`src/rtl/rv_uart_pkg.sv`:
```
// rtl/rv_uart_pkg.sv - register map, status/ctrl bit positions and FSM states for the multi-channel UART
package rv_uart_pkg;

  localparam logic [2:0] REG_DATA   = 3'd0;
  localparam logic [2:0] REG_STATUS = 3'd1;
  localparam logic [2:0] REG_CTRL   = 3'd2;
  localparam logic [2:0] REG_DIV    = 3'd3;
  localparam logic [2:0] REG_LEVEL  = 3'd4;

  localparam int ST_RX_NONEMPTY = 0;
  localparam int ST_RX_FULL     = 1;
  localparam int ST_TX_EMPTY    = 2;
  localparam int ST_TX_FULL     = 3;
  localparam int ST_TX_IDLE     = 4;
  localparam int ST_RX_OVERRUN  = 5;
  localparam int ST_FRAME_ERR   = 6;
  localparam int ST_TX_OVERFLOW = 7;

  localparam int CT_TX_EN      = 0;
  localparam int CT_RX_EN      = 1;
  localparam int CT_IE_RX      = 2;
  localparam int CT_IE_TXEMPTY = 3;
  localparam int CT_IE_ERR     = 4;
  localparam int CT_FLOW_EN    = 5;

  typedef enum logic [1:0] {TX_IDLE, TX_START, TX_DATA, TX_STOP} tx_state_t;
  typedef enum logic [1:0] {RX_IDLE, RX_START, RX_DATA, RX_STOP} rx_state_t;

endpackage

```
`src/rtl/rv_uart_chan.sv`:
```
// rtl/rv_uart_chan.sv - one 8N1 UART channel: divisor, TX/RX FSMs, FIFOs, sticky errors (RV_UART_FLOW_EN adds RTS/CTS)
module rv_uart_chan
  import rv_uart_pkg::*;
#(
  parameter int          FIFO_DEPTH = 16,
  parameter logic [15:0] DIV_RESET  = 16'd26
) (
  input  logic        clk,
  input  logic        reset_n,
  input  logic        wr_stb,
  input  logic        rd_stb,
  input  logic        wr_en,
  input  logic [2:0]  reg_idx,
  input  logic [15:0] wdata,
  output logic [15:0] rd_val,
  output logic        irq,
  output logic        tx,
  input  logic        rx,
  output logic        rts,
  input  logic        cts
);

  localparam int AW = $clog2(FIFO_DEPTH);
  localparam int CW = AW + 1;

  logic [5:0]  ctrl;
  logic [15:0] div;
  logic        st_overrun, st_frame_err, st_tx_ovf;
  logic [7:0]  status;

  logic        do_wr, tx_push_req, tx_push, tx_pop, tx_full, tx_empty;
  logic [7:0]  tx_mem [FIFO_DEPTH];
  logic [AW-1:0] tx_wp, tx_rp;
  logic [CW-1:0] tx_cnt;

  logic        rx_push, rx_pop, rx_full, rx_nonempty;
  logic [7:0]  rx_mem [FIFO_DEPTH];
  logic [AW-1:0] rx_wp, rx_rp;
  logic [CW-1:0] rx_cnt;

  tx_state_t   tx_state, tx_next;
  logic        tx_load, tx_tick, cts_ok;
  logic [15:0] tx_baud;
  logic [3:0]  tx_sub;
  logic [2:0]  tx_bit;
  logic [7:0]  tx_shift;

  rx_state_t   rx_state, rx_next;
  logic        rx_done, rx_tick;
  logic        rx_meta, rx_s, rx_prev;
  logic [15:0] rx_baud;
  logic [3:0]  rx_sub;
  logic [2:0]  rx_bit;
  logic [7:0]  rx_shift;

  assign do_wr       = wr_stb & wr_en;
  assign tx_push_req = do_wr && (reg_idx == REG_DATA);
  assign tx_full     = (tx_cnt == CW'(FIFO_DEPTH));
  assign tx_empty    = (tx_cnt == '0);
  assign tx_push     = tx_push_req & ~tx_full;
  assign tx_pop      = tx_load;

  assign rx_full     = (rx_cnt == CW'(FIFO_DEPTH));
  assign rx_nonempty = (rx_cnt != '0);
  assign rx_push     = rx_done & rx_s & ~rx_full;
  assign rx_pop      = rd_stb && (reg_idx == REG_DATA) && rx_nonempty;

  assign tx_tick = (tx_baud >= div);
  assign rx_tick = (rx_baud >= div);

`ifdef RV_UART_FLOW_EN
  assign cts_ok = ~ctrl[CT_FLOW_EN] | cts;
  assign rts    = ctrl[CT_FLOW_EN] & (rx_cnt < CW'(FIFO_DEPTH - 1));
`else
  logic unused_cts;
  assign unused_cts = cts;
  assign cts_ok     = 1'b1;
  assign rts        = 1'b0;
`endif

  // FIFO storage is not reset; occupancy is tracked by the counters below
  always_ff @(posedge clk) begin
    if (tx_push) tx_mem[tx_wp] <= wdata[7:0];
    if (rx_push) rx_mem[rx_wp] <= rx_shift;
  end

  // FIFO pointers and counts; simultaneous push and pop leave the count unchanged
  always_ff @(posedge clk or negedge reset_n) begin
    if (!reset_n) begin
      tx_wp <= '0; tx_rp <= '0; tx_cnt <= '0;
      rx_wp <= '0; rx_rp <= '0; rx_cnt <= '0;
    end else begin
      tx_wp  <= tx_wp + AW'(tx_push);
      tx_rp  <= tx_rp + AW'(tx_pop);
      tx_cnt <= tx_cnt + CW'(tx_push) - CW'(tx_pop);
      rx_wp  <= rx_wp + AW'(rx_push);
      rx_rp  <= rx_rp + AW'(rx_pop);
      rx_cnt <= rx_cnt + CW'(rx_push) - CW'(rx_pop);
    end
  end

  // Control/divisor writes and sticky error bits (set has priority over write-1-to-clear)
  always_ff @(posedge clk or negedge reset_n) begin
    if (!reset_n) begin
      ctrl         <= '0;
      div          <= DIV_RESET;
      st_overrun   <= 1'b0;
      st_frame_err <= 1'b0;
      st_tx_ovf    <= 1'b0;
    end else begin
      if (do_wr && reg_idx == REG_CTRL) begin
`ifdef RV_UART_FLOW_EN
        ctrl <= wdata[5:0];
`else
        ctrl <= {1'b0, wdata[4:0]};
`endif
      end
      if (do_wr && reg_idx == REG_DIV) div <= wdata;
      if (do_wr && reg_idx == REG_STATUS) begin
        if (wdata[ST_RX_OVERRUN])  st_overrun   <= 1'b0;
        if (wdata[ST_FRAME_ERR])   st_frame_err <= 1'b0;
        if (wdata[ST_TX_OVERFLOW]) st_tx_ovf    <= 1'b0;
      end
      if (tx_push_req && tx_full) st_tx_ovf <= 1'b1;
      if (rx_done && !rx_s) st_frame_err <= 1'b1;
      if (rx_done && rx_s && rx_full) st_overrun <= 1'b1;
    end
  end

  // TX and RX state registers
  always_ff @(posedge clk or negedge reset_n) begin
    if (!reset_n) begin
      tx_state <= TX_IDLE;
      rx_state <= RX_IDLE;
    end else begin
      tx_state <= tx_next;
      rx_state <= rx_next;
    end
  end

  // TX next state: cts only matters before a frame starts
  always_comb begin
    tx_next = tx_state;
    tx_load = 1'b0;
    case (tx_state)
      TX_IDLE: if (ctrl[CT_TX_EN] && !tx_empty && cts_ok) begin
        tx_next = TX_START;
        tx_load = 1'b1;
      end
      TX_START: if (tx_tick && tx_sub == 4'd15) tx_next = TX_DATA;
      TX_DATA:  if (tx_tick && tx_sub == 4'd15 && tx_bit == 3'd7) tx_next = TX_STOP;
      TX_STOP:  if (tx_tick && tx_sub == 4'd15) tx_next = TX_IDLE;
      default:  tx_next = TX_IDLE;
    endcase
  end

  // TX baud/bit counters restart at frame start so a frame is exactly 160 ticks long
  always_ff @(posedge clk or negedge reset_n) begin
    if (!reset_n) begin
      tx_baud <= '0; tx_sub <= '0; tx_bit <= '0; tx_shift <= '0;
    end else if (tx_state == TX_IDLE) begin
      tx_baud <= '0; tx_sub <= '0; tx_bit <= '0;
      if (tx_load) tx_shift <= tx_mem[tx_rp];
    end else if (tx_tick) begin
      tx_baud <= '0;
      tx_sub  <= tx_sub + 4'd1;
      if (tx_state == TX_DATA && tx_sub == 4'd15) begin
        tx_shift <= tx_shift >> 1;
        tx_bit   <= tx_bit + 3'd1;
      end
    end else begin
      tx_baud <= tx_baud + 16'd1;
    end
  end

  assign tx = (tx_state == TX_START) ? 1'b0 :
              (tx_state == TX_DATA)  ? tx_shift[0] : 1'b1;

  // rx synchroniser plus a delayed copy for falling-edge detection
  always_ff @(posedge clk or negedge reset_n) begin
    if (!reset_n) begin
      rx_meta <= 1'b1; rx_s <= 1'b1; rx_prev <= 1'b1;
    end else begin
      rx_meta <= rx; rx_s <= rx_meta; rx_prev <= rx_s;
    end
  end

  // RX next state: start bit re-checked at mid-bit, then every 16 ticks lands mid-bit
  always_comb begin
    rx_next = rx_state;
    rx_done = 1'b0;
    case (rx_state)
      RX_IDLE:  if (ctrl[CT_RX_EN] && rx_prev && !rx_s) rx_next = RX_START;
      RX_START: if (rx_tick && rx_sub == 4'd7) rx_next = rx_s ? RX_IDLE : RX_DATA;
      RX_DATA:  if (rx_tick && rx_sub == 4'd15 && rx_bit == 3'd7) rx_next = RX_STOP;
      RX_STOP:  if (rx_tick && rx_sub == 4'd15) begin
        rx_next = RX_IDLE;
        rx_done = 1'b1;
      end
      default:  rx_next = RX_IDLE;
    endcase
  end

  // RX baud/bit counters and LSB-first shift register
  always_ff @(posedge clk or negedge reset_n) begin
    if (!reset_n) begin
      rx_baud <= '0; rx_sub <= '0; rx_bit <= '0; rx_shift <= '0;
    end else if (rx_state == RX_IDLE) begin
      rx_baud <= '0; rx_sub <= '0; rx_bit <= '0;
    end else if (rx_tick) begin
      rx_baud <= '0;
      rx_sub  <= (rx_state == RX_START && rx_sub == 4'd7) ? 4'd0 : rx_sub + 4'd1;
      if (rx_state == RX_DATA && rx_sub == 4'd15) begin
        rx_shift <= {rx_s, rx_shift[7:1]};
        rx_bit   <= rx_bit + 3'd1;
      end
    end else begin
      rx_baud <= rx_baud + 16'd1;
    end
  end

  // status word assembled from the package bit positions
  always_comb begin
    status                 = '0;
    status[ST_RX_NONEMPTY] = rx_nonempty;
    status[ST_RX_FULL]     = rx_full;
    status[ST_TX_EMPTY]    = tx_empty;
    status[ST_TX_FULL]     = tx_full;
    status[ST_TX_IDLE]     = (tx_state == TX_IDLE);
    status[ST_RX_OVERRUN]  = st_overrun;
    status[ST_FRAME_ERR]   = st_frame_err;
    status[ST_TX_OVERFLOW] = st_tx_ovf;
  end

  assign irq = (ctrl[CT_IE_RX] & rx_nonempty) |
               (ctrl[CT_IE_TXEMPTY] & tx_empty & (tx_state == TX_IDLE)) |
               (ctrl[CT_IE_ERR] & (st_overrun | st_frame_err | st_tx_ovf));

  // register read value, sampled by the top before any pop takes effect
  always_comb begin
    rd_val = 16'h0;
    case (reg_idx)
      REG_DATA:   if (rx_nonempty) rd_val = {8'h00, rx_mem[rx_rp]};
      REG_STATUS: rd_val = {8'h00, status};
      REG_CTRL:   rd_val = {10'h000, ctrl};
      REG_DIV:    rd_val = div;
      REG_LEVEL:  rd_val = {8'(tx_cnt), 8'(rx_cnt)};
      default:    rd_val = 16'h0;
    endcase
  end

endmodule

```
`src/rtl/rv_io_uart_mc.sv`:
```
// rtl/rv_io_uart_mc.sv - multi-channel UART IO slave: decode, split handshake, read mux (RV_UART_FLOW_EN enables RTS/CTS)
module rv_io_uart_mc
  import rv_uart_pkg::*;
#(
  parameter int          RV         = 64,
  parameter int          NCH        = 2,
  parameter int          FIFO_DEPTH = 16,
  parameter logic [15:0] DIV_RESET  = 16'd26
) (
  input  logic           clk,
  input  logic           reset_n,
  input  logic           addr_req,
  output logic           addr_ack,
  input  logic           sel,
  input  logic [11:0]    addr,
  input  logic           read,
  input  logic [7:0]     mask,
  input  logic [RV-1:0]  wdata,
  output logic           data_req,
  input  logic           data_ack,
  output logic [RV-1:0]  rdata,
  output logic           interrupt,
  output logic [NCH-1:0] tx,
  input  logic [NCH-1:0] rx,
  output logic [NCH-1:0] rts,
  input  logic [NCH-1:0] cts
);

  logic           accept, r_backoff, r_read, r_we;
  logic [2:0]     r_ch, r_reg;
  logic [15:0]    r_wdata, rd_mux;
  logic [15:0]    chan_rd [NCH];
  logic [NCH-1:0] chan_irq;

  logic unused_bits;
  assign unused_bits = ^{wdata[RV-1:16], mask[7:1], addr[11:9], addr[2:0]};

  // the ack cycle is blocked too, so a master still holding addr_req is not accepted twice
  assign accept = addr_req & sel & ~data_req & ~addr_ack & ~r_backoff;

  // address phase: capture request, pulse ack, then back off for one cycle
  always_ff @(posedge clk or negedge reset_n) begin
    if (!reset_n) begin
      addr_ack  <= 1'b0;
      r_backoff <= 1'b0;
      r_read    <= 1'b0;
      r_we      <= 1'b0;
      r_ch      <= '0;
      r_reg     <= '0;
      r_wdata   <= '0;
    end else begin
      addr_ack  <= accept;
      r_backoff <= addr_ack;
      if (accept) begin
        r_read  <= read;
        r_we    <= mask[0];
        r_ch    <= addr[8:6];
        r_reg   <= addr[5:3];
        r_wdata <= wdata[15:0];
      end
    end
  end

  for (genvar g = 0; g < NCH; g++) begin : g_ch
    rv_uart_chan #(
      .FIFO_DEPTH(FIFO_DEPTH),
      .DIV_RESET (DIV_RESET)
    ) u_chan (
      .clk    (clk),
      .reset_n(reset_n),
      .wr_stb (addr_ack & ~r_read & (r_ch == 3'(g))),
      .rd_stb (addr_ack &  r_read & (r_ch == 3'(g))),
      .wr_en  (r_we),
      .reg_idx(r_reg),
      .wdata  (r_wdata),
      .rd_val (chan_rd[g]),
      .irq    (chan_irq[g]),
      .tx     (tx[g]),
      .rx     (rx[g]),
      .rts    (rts[g]),
      .cts    (cts[g])
    );
  end

  // channels at or above NCH fall through to zero
  always_comb begin
    rd_mux = 16'h0;
    for (int i = 0; i < NCH; i++) begin
      if (r_ch == 3'(i)) rd_mux = chan_rd[i];
    end
  end

  // data phase: rdata held until data_ack, data_req drops the cycle after
  always_ff @(posedge clk or negedge reset_n) begin
    if (!reset_n) begin
      data_req <= 1'b0;
      rdata    <= '0;
    end else if (addr_ack && r_read) begin
      data_req <= 1'b1;
      rdata    <= {{(RV-16){1'b0}}, rd_mux};
    end else if (data_req && data_ack) begin
      data_req <= 1'b0;
    end
  end

  // registered OR of channel interrupts
  always_ff @(posedge clk or negedge reset_n) begin
    if (!reset_n) interrupt <= 1'b0;
    else          interrupt <= |chan_irq;
  end

endmodule

```
`config.mk`:
```
export PLATFORM = sky130hd
export DESIGN_NAME = rv_io_uart_mc
export DESIGN_NICKNAME = d
export VERILOG_FILES = /design/src/rtl/rv_uart_pkg.sv /design/src/rtl/rv_uart_chan.sv /design/src/rtl/rv_io_uart_mc.sv
export SDC_FILE = /design/constraint.sdc
export NUM_CORES = 1
export LEC_CHECK = 0
export CAP_MARGIN = 25
export CORE_ASPECT_RATIO = 0.7
export CORE_MARGIN = 2
export CORE_UTILIZATION = 55
export CTS_CLUSTER_SIZE = 12
export DETAILED_ROUTE_END_ITERATION = 10
export PLACE_DENSITY = 0.86
export SLEW_MARGIN = 20
export SYNTH_ARGS = -nofsm -noshare
export SYNTH_HDL_FRONTEND = slang
export SYNTH_HIERARCHICAL = 1
export SYNTH_SLANG_ARGS = --single-unit
```
`constraint.sdc`:
```
create_clock -name clk -period 4.6 [get_ports clk]
set_clock_uncertainty 0.2 [all_clocks]
set_input_delay 0.46 -clock clk [delete_from_list [all_inputs] [get_ports clk]]
set_output_delay 0.46 -clock clk [all_outputs]
set_load 0.01 [all_outputs]
```
---- Yosys cells after proc, flatten, opt, wreduce, memory -nomap -nowiden ----
Memory sizes are Yosys's and may differ from the RTL's.
Index checks and enable logic that the tools add are counted.
word-level totals
  bits in read-only memories .............. 0
  output and inout bits ................... 71
  word-level logic and storage cells ...... 388
  bits in writable memories ............... 512
  register bits after elaboration ......... 282
  bits of input ports ..................... 94
  memories kept ........................... 4
  latch bits .............................. 0
cells by class
  divide/modulo/power cells ............... 0
  add/subtract/negate cells ............... 28
  equality and inequality tests ........... 49
  mux-type cells .......................... 103
  reduce and logical (&&, ||, !) cells .... 98
  multiply operators ...................... 0
  $lt $le $gt $ge ......................... 4
  bitwise logic cells ..................... 44
  shift-type cells ........................ 0
memory list
  memory                 words  bits a word  rd ports  clocked after Yosys merged registers in  write ports  RTL line            text
  g_ch[0].u_chan.rx_mem  16     8            1         0                                        1            rv_uart_chan.sv:37  logic [7:0] rx_mem [FIFO_DEPTH];
  g_ch[0].u_chan.tx_mem  16     8            1         0                                        1            rv_uart_chan.sv:32  logic [7:0] tx_mem [FIFO_DEPTH];
  g_ch[1].u_chan.rx_mem  16     8            1         0                                        1            rv_uart_chan.sv:37
  g_ch[1].u_chan.tx_mem  16     8            1         0                                        1            rv_uart_chan.sv:32
operator list
  cell                                                   number
  two-way mux 16 bit                                     10
  one-hot mux 16 bit (5 select lines)                    2
  two-way mux 8 bit                                      10
  adder 16 x 1 -> 16 bit, second input constant          4
  >= comparator 16 bit                                   4
  logical AND 1 bit                                      44
  nonzero test 2 bit                                     21
  two-way mux 4 bit                                      10
  two-way mux 1 bit                                      37
  two-way mux 2 bit                                      18
  two-way mux 3 bit                                      12
  adder 4 x 1 -> 4 bit                                   8
  one-hot mux 2 bit (4 select lines)                     4
  inequality test 2 x 1 -> 1 bit, second input constant  14
  bitwise AND 1 bit                                      26
  adder 5 x 1 -> 5 bit                                   4
  equality test 5 bit, second input constant             4
  AND reduction 2 bit                                    10
  subtractor 5 x 1 -> 5 bit                              4
  adder 4 x 1 -> 4 bit, second input constant            4
  equality test 2 bit, second input constant             8
  equality test 4 bit, second input constant             4
  AND reduction 4 bit                                    4
  equality test 3 bit, second input constant             5
  other kinds (15)                                       55

---- Longest topological paths before layout ----
Gate-level depths: netlist of run 1.
  depth after elaboration ................. 8
  gate-level depth with buffers ........... 17
  mapped depth without buffers ............ 16

---- By module ----
The synthesis of run 1 kept the hierarchy.
by module, submodules not included
  module                         area each (um2)  cells an instance  times used  seq. area each (um2)
  rv_uart_chan (g_ch[0].u_chan)  16619.7          1122               1           10672.7
  rv_uart_chan (g_ch[1].u_chan)  16578.4          1095               1           10672.7
  rv_io_uart_mc                  2158.3           184                1           1101.1

---- Worst setup path after synthesis of run 1 ----
OpenSTA, ideal clock, no wires.
  path type ............................... reg2reg
  from .................................... register g_ch[1].u_chan.div[1]
  to ...................................... register g_ch[1].u_chan.rx_cnt[4]
  setup slack ............................. 1.251 ns
  clock period less this slack ............ 3.349 ns
  data required time ...................... 4.275 ns
  setup time .............................. 0.125 ns
  arrival time ............................ 3.024 ns
  stages on the path, launching flop included .. 18
  buffers on the path ..................... 1
  cell sequence ........................... dfstp_2 inv_1 ha_1 nand2_1 o21ai_1 a41oi_1 o31ai_1 nand4b_1 clkbuf_1 nor2_1 ha_1 inv_1 fa_1 inv_1 a21oi_1 nor2_1 nor2_1 xnor2_1
between the ends
  longest elaborated chain between the ends .. 8
ends and longest elaborated chain
  what                            RTL line             text
  start, declared                 rv_uart_chan.sv:27   logic [15:0] div;
  start signal, assigned          rv_uart_chan.sv:118  if (do_wr && reg_idx == REG_DIV) div <= wdata;
  >= comparator 16 bit            rv_uart_chan.sv:69   assign rx_tick = (rx_baud >= div);
  logical AND 1 bit               rv_uart_chan.sv:196  RX_STOP: if (rx_tick && rx_sub == 4'd15) begin
  two-way mux 1 bit               rv_uart_chan.sv:196
  two-way mux 1 bit               rv_uart_chan.sv:192  case (rx_state)
  bitwise AND 1 bit (2 in a row)  rv_uart_chan.sv:65   assign rx_push = rx_done & rx_s & ~rx_full;
  adder 5 x 1 -> 5 bit            rv_uart_chan.sv:98   rx_cnt <= rx_cnt + CW'(rx_push) - CW'(rx_pop);
  subtractor 5 x 1 -> 5 bit       rv_uart_chan.sv:98
  end signal, assigned            rv_uart_chan.sv:98
  end, declared                   rv_uart_chan.sv:39   logic [CW-1:0] rx_cnt;
Every way passes these cells.
A chain may end at the register's enable or synchronous reset.

---- Final worst setup path of run 1 ----
  from .................................... register r_ch[1]
  to ...................................... memory g_ch[1].u_chan.tx_mem[12][5], enable pin
between the ends
  longest elaborated chain between the ends .. 7
ends and longest elaborated chain
  what                                     RTL line             text
  start, declared                          rv_io_uart_mc.sv:30  logic [2:0] r_ch, r_reg;
  start signal, assigned                   rv_io_uart_mc.sv:57  r_ch <= addr[8:6];
  equality test 3 x 1 -> 1 bit             rv_io_uart_mc.sv:71  .wr_stb (addr_ack & ~r_read & (r_ch == 3'(g))),
  bitwise AND 1 bit                        rv_io_uart_mc.sv:71
  bitwise AND 1 bit                        rv_uart_chan.sv:56   assign do_wr = wr_stb & wr_en;
  logical AND 1 bit                        rv_uart_chan.sv:57   assign tx_push_req = do_wr && (reg_idx == REG_DATA);
  bitwise AND 1 bit                        rv_uart_chan.sv:60   assign tx_push = tx_push_req & ~tx_full;
  two-way mux 1 bit                        rv_uart_chan.sv:83   if (tx_push) tx_mem[tx_wp] <= wdata[7:0];
  two-way mux 1 bit (not written as such)  rv_uart_chan.sv:83
  end, declared                            rv_uart_chan.sv:32
Every way passes these cells.

==> summary.txt, run 1 <==
Outcome
  – Status: completed

Floorplan
  – Initial Utilization: 0.558
  – Number of primary I/O pins: 165
  – Floorplan row count: 77
  – Die X-Extent: 307 um
  – Die outline area: 66400 um^2
  – Standard cell core area: about 63000 um^2
  – Vertical die dimension: around 220 um

Global routing
  – Global-route wire length before repair: between 100000 and 150000 um
  – Number of antenna violations at the first check in global routing: 1
  – Aggregate global routing overflow: 0
  – GR Util All Layers: 0.244
  – Vias in the first global route: 21044
  – Pin count of the biggest net entering global routing: 120

Yosys
  – Top area cells in the synthesized netlist: edfxtp_1 43%, dfrtp_1 19%, mux4_2 8.4%
  – Netlist area before placement: 35400 um^2
  – Fraction of registers with async set/reset: 0.355
  – Sequential fraction of the synthesis area: 0.635
  – Post-synth cell types: 88
  – Post-synth top flop: edfxtp_1
  – Synthesized instance count: 2401
  – Proportion of netlist area held by the largest area contributor: 0.435
  – Warnings, synthesis: 6
  – Commonest cells in the netlist: 512 x edfxtp_1, 270 x dfrtp_1, 145 x nor2_1, 132 x mux4_2, 128 x ha_1
  – Mean cell area of the mapped netlist: 14.7 um^2
  – Number of enable-type register cells in the synthesized netlist: 512
  – Most frequently used cell type in the post-synthesis netlist: edfxtp_1
  – Cell accounting for the most synthesized area: edfxtp_1
  – Count of state elements after synthesis: 794

Finish
  – Area Growth Syn to Fin: 11.1%
  – Antenna diode count: 0
  – Final Non-Filler Cells: 3408
  – Nets@finish: approximately 2700
  – Biggest regs: g_ch.u_chan/rx_mem: 256 flops, g_ch.u_chan/tx_mem: 256 flops
  – Fraction of layout instances using a drive strength above 1: 0.158

Power and ir drop
  – Combinational cell fraction of total power: 0.170
  – P_leak: 13.9 nW
  – Portion of total power attributed to sequential cells: 0.491
  – Switch share: 0.285
  – Pwr Density: roughly 450 nW/um^2
  – Internal power of the cells: ~13 mW
  – Clock share of power: 0.340
  – Peak supply drop: 317 uV
  – Net switching component of the power: 5.00 mW

Clock network
  – Clock transition at the registers of the reported paths: roughly 60 ps
  – CTS Root Cell: clkbuf_16
  – Setup Buffers After CTS: 0
  – Max H-tree Level: 3
  – Number of sinks on the clock net: between 700 and 800
  – Maximum buffer depth of the clock tree: 3
  – Clock Latency Late Sink: approximately 650 ps
  – Clock tree from TritonCTS: yes
  – Number of clock buffers inserted by TritonCTS: 78

Timing
  – RSZ-0062 raised after global routing: false
  – Crit share post-route: 0.850
  – Slew HR: 0.298
  – Fmax: 256 MHz
  – Number of endpoints with negative hold slack in the final report: 0
  – Final setup violation count: 0
  – Total negative slack for setup checks: 0 ps
  – Actual slew at the worst max-slew pin: 1050 ps
  – Crit path time final: 3910 ps
  – Number of slew-limit violations in the final report: 0

Detailed routing
  – Total Wirelength: 80600 um
  – Remaining antenna violation count: 0
  – Via Count: 21154
  – Residual DRC count: 0
  – Initial DRT Pass Iterations: 7
  – Routed length per instance: 23.6 um
  – First DRT Iteration DRCs: 2698
  – Via/cell ratio: 6.21

Placed design
  – HPWL after DPL: 52500 um
  – Routability-driven placement congestion ratio: 0.911
  – DP Cell Count: 3257
  – Port Buffer Count: 51

Job
  – Maximum Capacitance Violations: 0

Setup path
  – CP endpoint kind: flip-flop
  – Critical path launch point type: flip-flop
  – Data arrival at the endpoint of the critical path: between 3000 and 4000 ps
  – Worst setup path category: reg2reg
  – Slack of the worst reg-to-reg path: 690 ps
  – Data required time of the critical path: 4650 ps
  – Maximum net fanout on the critical path: 8

Hold path
  – Worst min-delay path category: reg2reg
worst max-delay path: stages (launching register included):
cell and delay (ps):
dfrtp_1 400, nor2_1 210, and4b_1 230, nand2_1 260, nor4_1 350, nor2b_1 730
or3b_1 480, nor2_1 660
worst paths after layout:
| check | cells after the start | start | to |
|---|---|---|---|
| min in group asynchronous | 2 | reset_n | g_ch[1].u_chan/rx_shift[1] |
| max reg2reg | 7 | r_ch[1] | g_ch[1].u_chan/tx_mem[12][5] |
| max | 7 | r_ch[1] | g_ch[1].u_chan/tx_mem[12][5] |
| min reg2reg | 0 | g_ch[0].u_chan/rx_meta | g_ch[0].u_chan/rx_s |
| max in group asynchronous | 3 | reset_n | g_ch[0].u_chan/tx_shift[6] |
| min | 0 | g_ch[0].u_chan/rx_meta | g_ch[0].u_chan/rx_s |
area by class of cell:
class                      instances  area (um^2)
fill                            4393        24100
tap                              829         1040
timing repair buffer             136         1230
multi-input combinational       1384        11800
sequential                       794        22500
inverter                         119          447
clock inverter                     9          114
clock buffer                     137         2210
cells in the final DEF (no fill, tap or decap), types with 8 or more instances in the layout:
master and n:
edfxtp_1 512, dfrtp_1 266, nor2_1 145, mux4_2 132, ha_1 128, nand2_1 124, inv_1 117, clkbuf_16 78
buf_4 76, o21ai_0 65, a21oi_1 65, mux2i_1 58, xnor2_1 57, clkbuf_1 55, mux2_2 54, nand3_1 52
conb_1 50, clkdlybuf4s50_1 50, nor3_1 39, xor2_1 38, and3_1 30, nor2b_1 27, o21ai_1 27, a22oi_1 23
nand2b_1 23, nand4_1 20, a211oi_1 20, a221oi_1 14, a22o_1 12, nor4_1 12, dfstp_2 12, and2_1 11
mux2_1 11, o211ai_1 10, o31ai_1 10, and4_1 8, nor2_2 8
power by group through the flow:
stage | registers, mW | logic [mW] | clock network (mW)
2_1_floorplan | 8.60 | 2.06 | 0
3_3_place_gp | 8.73 | 2.71 | 0
3_5_place_dp | 8.75 | 2.91 | 0
4_1_cts | 8.61 | 2.94 | 6.05
5_1_grt | 8.67 | 3.24 | 6.35
6_report | 8.62 | 2.98 | 5.97
what timing repair did:
action | CTS | global route
gates resized for setup | 0 | 0
endpoints found under the hold margin | 76 | 0
hold buffers | 3 | 0
metal layers:
layer	GRT usage	part of all wire	vias to the layer above	wire length, um
li1	-	-	9170	-
met1	0.344	0.41	10817	33200
met2	0.374	0.46	1023	37200
met3	0.0754	0.11	142	8480
met4	0.0642	0.021	2	1680
met5	0	0.00016	-	13
kinds of logic (layout without fill, tap and decap cells):
group	Yosys count	after routing	share of synthesized area
adders and majority gates	132	132	0.0476
xor gates and xnor gates	95	95	0.0235
AOI/OAI and AO/OA	312	312	0.0595
other	3	50	0.000318
and+or+nand+nor	540	540	0.0763
buffers and inverters	270	401	0.0367
DFF	794	794	0.635
muxes	255	255	0.121
per-stage QoR:
stage	hold WS [ps]	total power [mW]	setup WS [ps]	utilization	cell area, um^2
final	157	17.6	690	0.620	39300
after global routing	164	18.3	537	0.620	39300
after CTS	160	17.6	818	0.619	39300
after detailed placement	151	11.7	889	0.582	36900
after global placement	148	11.4	968	0.581	36900
after floorplan	-35.6	10.7	1250	-	35500
Power figures use the tool's default switching activity.
==> run 2, diff against run 1 <==
Clock period 4.6 ns to 4.06 ns, I/O delays scaled along.
==> run 2 against run 1 <==
Net effect: count of clock-buffer cells in the layout unchanged; combinational power increased by 18%; die area unchanged; first-iteration DRC count decreased by 3.6%; sequential cell count unchanged; highest routed layer is now met4; sequential power is 12% higher.
==> summary.txt, run 2 (same netlist as run 1, synthesis figures left out) <==
Outcome
  – Status: completed

Detailed routing
  – Via Count: approximately 21000
  – Residual DRC count: 0
  – Remaining antenna violation count: 0
  – First DRT Iteration DRCs: 2601
  – Via/cell ratio: 6.21
  – Total Wirelength: 81300 um
  – Initial DRT Pass Iterations: 6
  – Routed length per instance: 23.8 um

Clock network
  – Clock tree from TritonCTS: yes
  – Number of clock buffers inserted by TritonCTS: 77
  – CTS Root Cell: clkbuf_16
  – Number of sinks on the clock net: 794
  – CTS-repair resized insts: 0
  – Max H-tree Level: 3
  – Maximum buffer depth of the clock tree: 3
  – Clock Latency Late Sink: approximately 640 ps
  – Clock transition at the registers of the reported paths: 60 ps
  – Setup Buffers After CTS: 0

Timing
  – RSZ-0062 raised after global routing: false
  – Number of slew-limit violations in the final report: 0
  – Slew HR: 0.348
  – Actual slew at the worst max-slew pin: 978 ps
  – Minimum hold slack: between 150 and 200 ps
  – Crit path time final: about 3700 ps
  – Fmax: 267 MHz
  – Number of endpoints with negative hold slack in the final report: 0
  – Crit share post-route: 0.923
  – Final worst setup slack: around 310 ps
  – Final setup violation count: 0
  – Total negative slack for setup checks: 0 ps

Finish
  – Most common cell after layout, fill and taps aside: edfxtp_1
  – Fillcell total: 4402
  – Biggest regs: g_ch.u_chan/rx_mem: 256 flops, g_ch.u_chan/tx_mem: 256 flops
  – Leading cell types in the layout, fill and taps excluded: 512 x edfxtp_1, 267 x dfrtp_1, 145 x nor2_1
  – Nets@finish: 2756
  – Area Growth Syn to Fin: 11.3%
  – Fraction of layout instances using a drive strength above 1: 0.161

Setup path
  – Worst setup path category: reg2reg
  – Data required time of the critical path: 4370 ps
  – Maximum net fanout on the critical path: 3
  – Data arrival at the endpoint of the critical path: roughly 4100 ps
  – Critical path launch point type: flip-flop
  – CP endpoint kind: flip-flop

Placed design
  – Worst setup slack after placement: 398 ps
  – HPWL after DPL: 53800 um
  – Port Buffer Count: 51
  – Routability-driven placement congestion ratio: 0.889

Global routing
  – Number of antenna violations at the first check in global routing: 0
  – Global-route wire length before repair: 125000 um
  – Vias in the first global route: 21082
  – GR Util All Layers: 0.247
  – Aggregate global routing overflow: 0
  – Pin count of the biggest net entering global routing: approximately 110

Power and ir drop
  – Total Power: 19.9 mW
  – Pwr Density: 505 nW/um^2
  – Peak supply drop: 482 uV
  – P_leak: 13.9 nW

Job
  – Maximum Capacitance Violations: 0

Floorplan
  – Die outline area: 66400 um^2
  – Number of primary I/O pins: 165
  – Standard cell core area: roughly 63000 um^2
  – Vertical die dimension: 216 um
  – Initial Utilization: 0.558
  – Floorplan row count: 77
  – Die X-Extent: around 300 um

Hold path
  – Worst min-delay path category: reg2reg
==> run 2: cell count changes in the layout (fill, tap and decap cells not counted), moves of 2 or more <==
| cell | delta |
|---|---|
| clkbuf_16 | +3 |
| inv_6 | -2 |
| buf_8 | -2 |
| buf_4 | +19 |
| buf_12 | +2 |
| clkinv_8 | -3 |
| clkbuf_8 | -3 |
==> run 2: metal layers <==
metal | global-route usage | wire (um) | vias up
li1 | - | - | 9215
met4 | 0.0642 | 1650 | 0
met1 | 0.351 | 33500 | 10796
met2 | 0.386 | 38000 | 1106
met5 | 0 | 0 | -
met3 | 0.0615 | 8150 | 131
==> run 2: metrics by stage <==
| step | utilization | cells | cell area, um^2 |
|---|---|---|---|
| after floorplan | - | 2448 | 35500 |
| after global placement | 0.584 | 3275 | 37000 |
| after detailed placement | 0.584 | 3277 | 37100 |
| after CTS | 0.621 | 3419 | 39300 |
| after global routing | 0.621 | 3419 | 39300 |
| final | 0.621 | 3420 | 39300 |
==> run 2: final timing paths <==
| path | from | end | slack (ps) | cells after the start |
|---|---|---|---|---|
| max | g_ch[1].u_chan/div[1] | g_ch[1].u_chan/rx_cnt[4] | 310 | 16 |
| min | g_ch[0].u_chan/rx_meta | g_ch[0].u_chan/rx_s | 160 | 0 |
| max reg2reg | g_ch[1].u_chan/div[1] | g_ch[1].u_chan/rx_cnt[4] | 310 | 16 |
| min reg2reg | g_ch[0].u_chan/rx_meta | g_ch[0].u_chan/rx_s | 160 | 0 |
| max in group asynchronous | reset_n | r_wdata[5] | 2380 | 3 |
| min in group asynchronous | reset_n | g_ch[1].u_chan/rx_shift[1] | 200 | 2 |
==> run 2: critical path, stage by stage (launching register included) <==
cell      delay [ps]
dfstp_2          530
inv_1             90
ha_1             300
nand2_1           50
o21ai_1          140
a41oi_1          160
o31ai_1          530
nand4b_1         240
nor2_1           240
ha_1             200
inv_1             60
fa_1             460
inv_1             80
a21oi_1           60
nor2_1            80
nor2_1            60
xnor2_1          130
==> run 2: what timing repair did <==
item / 4_1_cts / 5_1_grt
hold endpoints to repair: 97 / 0
endpoints found under the setup margin: 0 / 0
hold buffers: 3 / 0
==> run 2: final cells by class <==
class / instances / area, um^2 / share of cell area
inverters: 119 / 447 / 0.0114
well taps: 829 / 1040 / 0.0264
flip-flops and latches: 794 / 22500 / 0.571
diodes: 1 / 2.50 / 0.0000636
clock inverters: 2 / 13.8 / 0.000350
multi-input cells: 1384 / 11800 / 0.300
clock buffers: 137 / 2250 / 0.0571
repair buffers: 154 / 1350 / 0.0344
==> run 2: power breakdown <==
group          total [mW]  switching, mW  internal (mW)  leakage (nW)
Clock                6.65           2.92           3.73          1.08
Combinational        3.53           2.18           1.35          5.03
Sequential           9.69          0.488           9.20          7.83
==> run 3, diff against run 2 <==
Settings changed: CELL_PAD_IN_SITES_DETAIL_PLACEMENT set to 1, CELL_PAD_IN_SITES_GLOBAL_PLACEMENT set to 2, CORE_UTILIZATION 55 to 40, PLACE_DENSITY 0.86 to 0.88.
Clock period 4.06 ns to 3.35 ns, I/O delays scaled along.
==> run 3 against run 2 <==
Net effect: routed wire length grew 14%; sequential power grew 23%; first-iteration DRC count shrank 17%; sequential share of layout area shrank 1.7 points; core utilization shrank 16 points; count of clock-buffer cells in the layout shrank 5; via count shrank 0.37%; clock power grew 30%; register-to-register slack lost 220 ps; die area grew 37%; critical endpoint unchanged; largest cell class unchanged.
==> summary.txt, run 3 (same netlist as run 1, synthesis figures left out) <==
Outcome
  – Status: completed

Timing
  – RSZ-0062 raised after global routing: true
  – Minimum hold slack: 67.0 ps
  – Slew HR: 0.349
  – Crit path time final: 3260 ps
  – Crit share post-route: 0.972
  – Number of endpoints with negative hold slack in the final report: 0
  – Total negative slack for setup checks: 0 ps
  – Final setup violation count: 0
  – Number of slew-limit violations in the final report: 0
  – Fmax: 307 MHz
  – Actual slew at the worst max-slew pin: about 970 ps

Setup path
  – CP endpoint kind: flip-flop
  – Worst path max stage delay: 540 ps
  – CP dominant cell by count: inv_1
  – Critical path launch point type: flip-flop
  – Total buffers and inverters traversed by the critical path: 3
  – Slack of the worst reg-to-reg path: 90 ps
  – Maximum net fanout on the critical path: 2
  – Data required time of the critical path: ~3700 ps
  – Kind of cell adding the most delay to the critical path: adder cells
  – Cell with the largest stage delay on the worst path: dfstp_2
  – Data arrival at the endpoint of the critical path: 3570 ps
  – Critical path, cell by cell: inv_1 -> ha_1 -> nand2_1 -> o21ai_2 -> a41oi_2 -> o31ai_4 -> nand4b_1 -> nor2_2 -> ha_2 -> inv_1 -> fa_2 -> inv_1 -> a21oi_1 -> nor2_1 -> nor2_1 -> xnor2_1
  – Worst setup path category: reg2reg

Detailed routing
  – Via Count: 21169
  – Routed length per instance: 24.2 um
  – Total Wirelength: 92300 um
  – First DRT Iteration DRCs: roughly 2100
  – Via/cell ratio: 5.55
  – Residual DRC count: 0
  – Initial DRT Pass Iterations: 5
  – Remaining antenna violation count: 0

Finish
  – Nets@finish: roughly 2800
  – Fraction of layout instances using a drive strength above 1: 0.193
  – Biggest regs: g_ch.u_chan/rx_mem: 256 flops, g_ch.u_chan/tx_mem: 256 flops
  – Leading cell types in the layout, fill and taps excluded: 512 x edfxtp_1, 265 x dfrtp_1, 149 x buf_4
  – Final Non-Filler Cells: 3817
  – Area Growth Syn to Fin: 14.7%
  – Fillcell total: 8707
  – Most common cell after layout, fill and taps aside: edfxtp_1
  – Antenna diode count: 0

Placed design
  – HPWL after DPL: 64100 um
  – DP Cell Count: 3660
  – Routability-driven placement congestion ratio: around 0.85
  – Port Buffer Count: 51

Floorplan
  – Die X-Extent: ~360 um
  – Die outline area: between 90000 and 100000 um^2
  – Initial Utilization: 0.403
  – Standard cell core area: 87800 um^2
  – Vertical die dimension: 253 um
  – Floorplan row count: 91
  – Number of primary I/O pins: 165

Power and ir drop
  – Peak supply drop: 592 uV
  – P_leak: 14.4 nW
  – Pwr Density: 613 nW/um^2

Clock network
  – Maximum buffer depth of the clock tree: 3
  – CTS Root Cell: clkbuf_16
  – Max H-tree Level: 3
  – Clock transition at the registers of the reported paths: 60 ps
  – Clock Latency Late Sink: 660 ps
  – Number of sinks on the clock net: between 700 and 800
  – Number of clock buffers inserted by TritonCTS: 80
  – Clock tree from TritonCTS: yes

Global routing
  – Vias in the first global route: ~23000
  – Met3 layer usage reported by global route: 0.0359
  – Met1 Resource Use GR: 0.287
  – Global-route wire length before repair: between 100000 and 150000 um
  – Aggregate global routing overflow: 0
  – GR Util All Layers: 0.205
  – GR peak layer: met2
  – Pin count of the biggest net entering global routing: 77
  – Number of antenna violations at the first check in global routing: 8
  – Grt met2 use: 0.332

Job
  – Maximum Capacitance Violations: 0

Hold path
  – Worst min-delay path category: in2async
## run 3: area by class of cell
class / count / area (um^2) / area share
Clock inverter: 16 / 230 / 0.00568
Multi-Input combinational cell: 1384 / 11900 / 0.294
Sequential cell: 794 / 22500 / 0.554
Inverter: 119 / 447 / 0.0110
Tap cell: 1162 / 1450 / 0.0359
Clock buffer: 132 / 2260 / 0.0557
Timing Repair Buffer: 210 / 1800 / 0.0445
## run 3: routing by layer
layer  wire (um)  part of all wire
met5           0                 0
met1       40100              0.43
met4        1870             0.020
met2       44100              0.48
met3        6330             0.069
## run 3: path summary, 6_finish.rpt
| check | from | to | cells past startpoint |
|---|---|---|---|
| setup reg to reg | g_ch[1].u_chan/div[1] | g_ch[1].u_chan/rx_cnt[4] | 16 |
| hold reg to reg | g_ch[1].u_chan/rx_meta | g_ch[1].u_chan/rx_s | 0 |
| setup / recovery | g_ch[1].u_chan/div[1] | g_ch[1].u_chan/rx_cnt[4] | 16 |
| hold / removal | reset_n | g_ch[0].u_chan/rx_shift[0] | 2 |
| max in group asynchronous | reset_n | g_ch[1].u_chan/div[4] | 3 |
| min in group clk | data_ack | data_req | 2 |
## run 3: metrics by stage
step	setup WS [ps]	power, mW	area (um^2)	utilization
final	94.8	24.9	40500	0.462
after global routing	-79.1	25.9	40500	0.462
after CTS	1.46	25.0	40400	0.461
after detailed placement	-137	16.3	37900	0.431
after global placement	-68.8	16.0	37900	0.431
after floorplan	0.577	14.6	35500	-
## run 3: what timing repair did
action                                  4_1_cts  5_1_grt
endpoints found under the setup margin       27      116
pin swaps                                     4        8
hold endpoints to repair                     74        0
setup buffers                                 2        4
gates resized for setup                       7       19
hold buffers                                  3        0
## run 3: worst register-to-register path, delay by kind of cell, from the launching register on
family | cells | cell delay [ps]
AO/OA/AOI/OAI | 4 | 650
AND/OR/NAND/NOR | 5 | 590
XOR/XNOR | 1 | 120
buffers and inverters | 3 | 190
flip-flops | 1 | 540
adder cells (fa/ha/maj) | 3 | 860
## run 3: power by group
group	switching, mW	internal (mW)	total, mW	leakage, nW
Sequential	0.752	11.2	11.9	7.82
Combinational	2.57	1.72	4.29	5.34
Clock	3.86	4.81	8.67	1.19
Total	7.18	17.7	24.9	14.4
